[src/rtl/shutdown_sequencer.sv]
// Safety shutdown sequencer: merges watchdog, e-stop and over-temperature faults,
// latches the cause, stages motor/relay shutdown and gates restart on operator ack.
module shutdown_sequencer #(
  parameter int unsigned CLK_HZ         = 24000000,
  parameter int unsigned DEBOUNCE_MS    = 10,
  parameter int unsigned RELAY_DELAY_MS = 100,
  parameter int unsigned ALARM_BLINK_MS = 250
) (
  input  logic       clk,
  input  logic       rst,
  input  logic       wdt_timeout,
  input  logic       estop_n,
  input  logic       overtemp,
  input  logic       ack,
  output logic       motor_en,
  output logic       power_relay,
  output logic       alarm,
  output logic [1:0] state,
  output logic [2:0] fault_code
);

  localparam int unsigned DEB_RAW = CLK_HZ / 1000 * DEBOUNCE_MS;
  localparam int unsigned DLY_RAW = CLK_HZ / 1000 * RELAY_DELAY_MS;
  localparam int unsigned BLK_RAW = CLK_HZ / 1000 * ALARM_BLINK_MS;
  localparam int unsigned DEB_CNT = (DEB_RAW < 1) ? 1 : DEB_RAW;
  localparam int unsigned DLY_CNT = (DLY_RAW < 1) ? 1 : DLY_RAW;
  localparam int unsigned BLK_CNT = (BLK_RAW < 1) ? 1 : BLK_RAW;
  localparam int unsigned DEB_W   = (DEB_CNT > 1) ? $clog2(DEB_CNT) : 1;
  localparam int unsigned DLY_W   = (DLY_CNT > 1) ? $clog2(DLY_CNT) : 1;
  localparam int unsigned BLK_W   = (BLK_CNT > 1) ? $clog2(BLK_CNT) : 1;

  typedef enum logic [1:0] {
    RUN     = 2'd0,
    HALT    = 2'd1,
    SAFE    = 2'd2,
    RECOVER = 2'd3
  } state_e;

  logic [1:0]       es_sync_q, ot_sync_q, ak_sync_q;
  logic             es_deb_q, ak_deb_q, ak_prev_q;
  logic [DEB_W-1:0] es_cnt_q, ak_cnt_q;
  state_e           state_q;
  logic [DLY_W-1:0] dly_q;
  logic [BLK_W-1:0] blk_q;
  logic [2:0]       fault_q;
  logic             motor_q, relay_q, alarm_q;

  logic       ack_rise;
  logic [2:0] cause;
  logic       fault_now;

  // Synchronisers: e-stop resets to released (high) so reset does not fake a fault
  always_ff @(posedge clk or posedge rst) begin
    if (rst) begin
      es_sync_q <= '1;
      ot_sync_q <= '0;
      ak_sync_q <= '0;
    end else begin
      es_sync_q <= {es_sync_q[0], estop_n};
      ot_sync_q <= {ot_sync_q[0], overtemp};
      ak_sync_q <= {ak_sync_q[0], ack};
    end
  end

  always_ff @(posedge clk or posedge rst) begin
    if (rst) begin
      es_deb_q <= 1'b1;
      es_cnt_q <= '0;
    end else if (es_sync_q[1] == es_deb_q) begin
      es_cnt_q <= '0;
    end else if (es_cnt_q == DEB_W'(DEB_CNT - 1)) begin
      es_deb_q <= es_sync_q[1];
      es_cnt_q <= '0;
    end else begin
      es_cnt_q <= es_cnt_q + DEB_W'(1);
    end
  end

  always_ff @(posedge clk or posedge rst) begin
    if (rst) begin
      ak_deb_q  <= 1'b0;
      ak_cnt_q  <= '0;
      ak_prev_q <= 1'b0;
    end else begin
      ak_prev_q <= ak_deb_q;
      if (ak_sync_q[1] == ak_deb_q) begin
        ak_cnt_q <= '0;
      end else if (ak_cnt_q == DEB_W'(DEB_CNT - 1)) begin
        ak_deb_q <= ak_sync_q[1];
        ak_cnt_q <= '0;
      end else begin
        ak_cnt_q <= ak_cnt_q + DEB_W'(1);
      end
    end
  end

  assign ack_rise  = ak_deb_q & ~ak_prev_q;
  assign cause     = {ot_sync_q[1], ~es_deb_q, wdt_timeout};
  assign fault_now = |cause;

  // Outputs are assigned alongside each state transition so they move on the same edge
  always_ff @(posedge clk or posedge rst) begin
    if (rst) begin
      state_q <= SAFE;
      dly_q   <= '0;
      blk_q   <= '0;
      fault_q <= '0;
      motor_q <= 1'b0;
      relay_q <= 1'b0;
      alarm_q <= 1'b0;
    end else begin
      fault_q <= fault_q | cause;
      case (state_q)
        RUN: begin
          if (fault_now) begin
            state_q <= HALT;
            dly_q   <= '0;
            motor_q <= 1'b0;
            relay_q <= 1'b1;
            alarm_q <= 1'b0;
          end
        end
        HALT: begin
          if (dly_q == DLY_W'(DLY_CNT - 1)) begin
            state_q <= SAFE;
            blk_q   <= '0;
            motor_q <= 1'b0;
            relay_q <= 1'b0;
            alarm_q <= 1'b1;
          end else begin
            dly_q <= dly_q + DLY_W'(1);
          end
        end
        SAFE: begin
          if (ack_rise && !fault_now) begin
            state_q <= RECOVER;
            fault_q <= '0;
            dly_q   <= '0;
            relay_q <= 1'b1;
            alarm_q <= 1'b0;
          end else if (fault_q == '0) begin
            // Fault arriving in an idle SAFE starts the blink high
            blk_q   <= '0;
            alarm_q <= fault_now;
          end else if (blk_q == BLK_W'(BLK_CNT - 1)) begin
            blk_q   <= '0;
            alarm_q <= ~alarm_q;
          end else begin
            blk_q <= blk_q + BLK_W'(1);
          end
        end
        RECOVER: begin
          if (fault_now) begin
            state_q <= HALT;
            dly_q   <= '0;
            motor_q <= 1'b0;
            relay_q <= 1'b1;
            alarm_q <= 1'b0;
          end else if (dly_q == DLY_W'(DLY_CNT - 1)) begin
            state_q <= RUN;
            motor_q <= 1'b1;
            relay_q <= 1'b1;
            alarm_q <= 1'b0;
          end else begin
            dly_q <= dly_q + DLY_W'(1);
          end
        end
        default: state_q <= SAFE;
      endcase
    end
  end

  assign motor_en    = motor_q;
  assign power_relay = relay_q;
  assign alarm       = alarm_q;
  assign state       = state_q;
  assign fault_code  = fault_q;

endmodule

[config.mk]
export PLATFORM = sky130hd
export DESIGN_NAME = shutdown_sequencer
export DESIGN_NICKNAME = d
export VERILOG_FILES = /design/src/rtl/shutdown_sequencer.sv
export SDC_FILE = /design/constraint.sdc
export NUM_CORES = 1
export LEC_CHECK = 0
export CORE_MARGIN = 2
export CORE_UTILIZATION = 41
export CTS_CLUSTER_SIZE = 40
export DETAILED_ROUTE_END_ITERATION = 8
export PLACE_DENSITY = 0.66
export SKIP_CTS_REPAIR_TIMING = 1
export SLEW_MARGIN = 20
export SYNTH_ARGS = -nofsm -noshare
export SYNTH_HDL_FRONTEND = slang
export SYNTH_SLANG_ARGS = --single-unit
[constraint.sdc]
create_clock -name clk -period 8.19 [get_ports clk]
set_input_delay 0.819 -clock clk [delete_from_list [all_inputs] [get_ports clk]]
set_output_delay 0.819 -clock clk [all_outputs]
set_load 0.01 [all_outputs]
==> impl_metrics.json <==
{
  "run_status": "completed",
  "detail_route.wl_per_cell_um": 15.0,
  "crit_path_top_delay_cell": "sky130_fd_sc_hd__clkdlybuf4s50_1",
  "vias": 4077,
  "final-seq-area_um2": 2460,
  "netlist_top_cells_area": "sky130_fd_sc_hd__dfrtp_1 46%, sky130_fd_sc_hd__nor2_1 4.5%, sky130_fd_sc_hd__xor2_1 4.2%, sky130_fd_sc_hd__nand4_1 3.0%, sky130_fd_sc_hd__nand3_1 3.0%",
  "cts-buffers-inserted": 9,
  "timing_max_transition_violations_final": 0,
  "pre_cts_slack_ns": 4.70,
  "setup_tns_after_final_layout_ns": 0,
  "finalHoldViolCount": 0,
  "synth.cell_area_um2": 5170,
  "fp-row-count": 41,
  "yosys-top-cells-count": "94 x sky130_fd_sc_hd__dfrtp_1, 62 x sky130_fd_sc_hd__nor2_1, 34 x sky130_fd_sc_hd__nand2_1",
  "power.leakage_nw": 2.32,
  "place_area_um2": 5480,
  "num_io_pins": 14,
  "timing.final.ws_setup_ns": 5.10,
  "totalPowerFinal_mw": 0.908,
  "cts_max_path_buffers": 2,
  "core-area_um2": 12500,
  "cts_root_buf": "sky130_fd_sc_hd__clkbuf_16",
  "critical_path_class": "input port to flip-flop",
  "grt_antenna_before_repair": 0,
  "yosysSeqAreaShare": 0.476,
  "final_design_area_no_fill_um2": 5760,
  "netlist-cell-type-count": 53,
  "io_buffer_count": 13,
  "die_width_um": 116,
  "grt_start_max_net_pins": 55,
  "clkSinkCount": 98,
  "place_congestion": 0.852,
  "post_route_cells_drive_above_1_share": 0.0708,
  "syn_avg_cell_area_um2": 9.62,
  "asyncSetResetFlopFracSynth": 1.00,
  "filler_cell_count": 1157,
  "yosys_register_bits": 98,
  "drcViolationCount": 0,
  "syn-num-nets": 552,
  "max_cap_viols": 0,
  "synth_largest_type_area_fraction": 0.455,
  "postRouteAntennaNets": 0,
  "dp_hpwl_um": 7270,
  "crit_path_cell_trace": "clkdlybuf4s50_1 -> or3b_1 -> o21ai_1 -> o211ai_1 -> buf_4 -> or4_1 -> a21oi_1",
  "synth_cells": 537,
  "timing.final.crit_share": 0.378,
  "drtPass1Iterations": 4,
  "clock_tree.htree_level_count": 3,
  "fin_crit_ns": 3.09,
  "finish.utilization": 0.462,
  "critical_path_arrival_ns": 3.37,
  "peakVddDrop_v": 0.000104,
  "hold_path.class": "flip-flop to flip-flop",
  "rsz0062_at_grt": "no",
  "synth-edff-count": 0,
  "worst_slew_pin_slew_ns": 0.788,
  "area_of_the_multi_input_gates_um2": 2590,
  "syn_to_final_growth_pct": 11.6,
  "worst-endpoint-required_ns": 8.47,
  "worstSkewPairLatency_ns": 0.35,
  "critical_path_peak_fanout": 11,
  "maxClockFrequency_mhz": 323,
  "power.density_cell_area_nw_per_um2": 158,
  "layout.nets": 561,
  "finalClockSkew_ns": 0.00888,
  "gr-usage-all-layers": 0.172,
  "clkSlewWorstSetupHoldPaths_ns": 0.07,
  "grt_pass1_vias": 3925,
  "max-slew-margin-rel": 0.471,
  "route.detailed.vias_per_inst": 5.64,
  "netlist.top_cell.by_area": "sky130_fd_sc_hd__dfrtp_1",
  "postSynth.topFlopCell": "sky130_fd_sc_hd__dfrtp_1",
  "diode_count": 0,
  "initial_core_util": 0.414,
  "die_h_um": 116,
  "detail_route.wirelength_um": 10800,
  "die-area_um2": 13500,
  "overflow": 0,
  "synth_warnings": 0,
  "setup_viol_count_final": 0,
  "synth_most_common_cell": "sky130_fd_sc_hd__dfrtp_1",
  "end_kind": "flip-flop",
  "grt_first_pass_wirelength_um": 18500,
  "crit_path_max_incr_delay_ns": 0.47,
  "first_iter_violations": 303,
  "cp-start-kind": "input port",
  "tritoncts": "built"
}
## sequential cells by signal, summed over array words and instances, names as in the netlist, 2 cells and up
register	flops
ak_sync_q	2
dly_q	22
es_sync_q	2
es_cnt_q	18
fault_code	3
ak_cnt_q	18
blk_q	23
ot_sync_q	2
state	2
## power by group
| group | switching (mW) | internal [mW] |
|---|---|---|
| registers | 0.00342 | 0.488 |
| logic | 0.0145 | 0.00538 |
| clock network | 0.190 | 0.207 |
## cell type report
| type | instances | share of cell area |
|---|---|---|
| Clock buffer | 10 | 0.0397 |
| Clock inverter | 6 | 0.00760 |
| Inverter | 18 | 0.0122 |
| Multi-Input combinational cell | 402 | 0.449 |
| Sequential cell | 98 | 0.426 |
| Tap cell | 172 | 0.0373 |
| Timing Repair Buffer | 17 | 0.0278 |
## final timing paths
path                       cells after the start            to  slack [ns]         start
setup / recovery                               7     dly_q[11]        5.10   wdt_timeout
hold / removal                                 0  ak_sync_q[1]        0.35  ak_sync_q[0]
setup reg to reg                               6     dly_q[11]        5.49      es_deb_q
hold reg to reg                                0  ak_sync_q[1]        0.35  ak_sync_q[0]
max in group asynchronous                      3     blk_q[19]        6.23           rst
min in group asynchronous                      2  ot_sync_q[0]        0.86           rst
## per-stage QoR
stage | std cells | hold WS [ns]
6_report | 723 | 0.348
3_3_place_gp | 706 | 0.340
2_1_floorplan | 537 | 0.331
4_1_cts | 722 | 0.349
3_5_place_dp | 706 | 0.340
5_1_grt | 723 | 0.352
## layout by cell type (no fill, tap or decap), types with 5 or more instances in the layout
cell	Yosys	final
sky130_fd_sc_hd__inv_1	18	17
sky130_fd_sc_hd__xor2_1	25	25
sky130_fd_sc_hd__nor2_1	62	62
sky130_fd_sc_hd__nand4_1	25	25
sky130_fd_sc_hd__nor3_1	6	6
sky130_fd_sc_hd__and4_1	7	7
sky130_fd_sc_hd__and3_1	15	15
sky130_fd_sc_hd__o31ai_1	11	11
sky130_fd_sc_hd__or4_1	10	10
sky130_fd_sc_hd__mux2_2	5	5
sky130_fd_sc_hd__o21ai_0	24	24
sky130_fd_sc_hd__nand2_1	34	34
sky130_fd_sc_hd__clkbuf_16	0	9
sky130_fd_sc_hd__a21oi_1	16	16
sky130_fd_sc_hd__dfrtp_1	94	94
sky130_fd_sc_hd__nor4_1	6	6
sky130_fd_sc_hd__xnor2_1	10	10
sky130_fd_sc_hd__a211oi_1	15	15
sky130_fd_sc_hd__ha_1	9	9
sky130_fd_sc_hd__nand3_1	31	31
sky130_fd_sc_hd__mux2i_1	11	11
sky130_fd_sc_hd__clkdlybuf4s50_1	0	13
sky130_fd_sc_hd__or4b_1	7	7
sky130_fd_sc_hd__or3_1	18	18
## cells by family (layout without fill, tap and decap cells)
group                      after synthesis  after routing  synth area share
and+or+nand+nor                        247            247             0.264
buffers and inverters                   37             51            0.0271
AOI/OAI and AO/OA                       95             95             0.119
adders and majority gates                9              9            0.0218
muxes                                   16             16            0.0322
DFF                                     98             98             0.476
xor gates and xnor gates                35             35            0.0593
## critical path, delay by kind of cell
kind | cells | cell delay, ns
AOI/OAI and AO/OA | 3 | 0.90
and+or+nand+nor | 2 | 0.89
buffers and inverters | 2 | 0.75
## per-layer routing
metal,vias to the layer above,track usage,part of all wire
met1,2005,0.222,0.47
met3,11,0.0400,0.035
met5,-,0,0
met2,67,0.282,0.48
li1,1994,-,-
met4,0,0.0643,0.016
No activity file was read; power rests on OpenSTA's default activity.
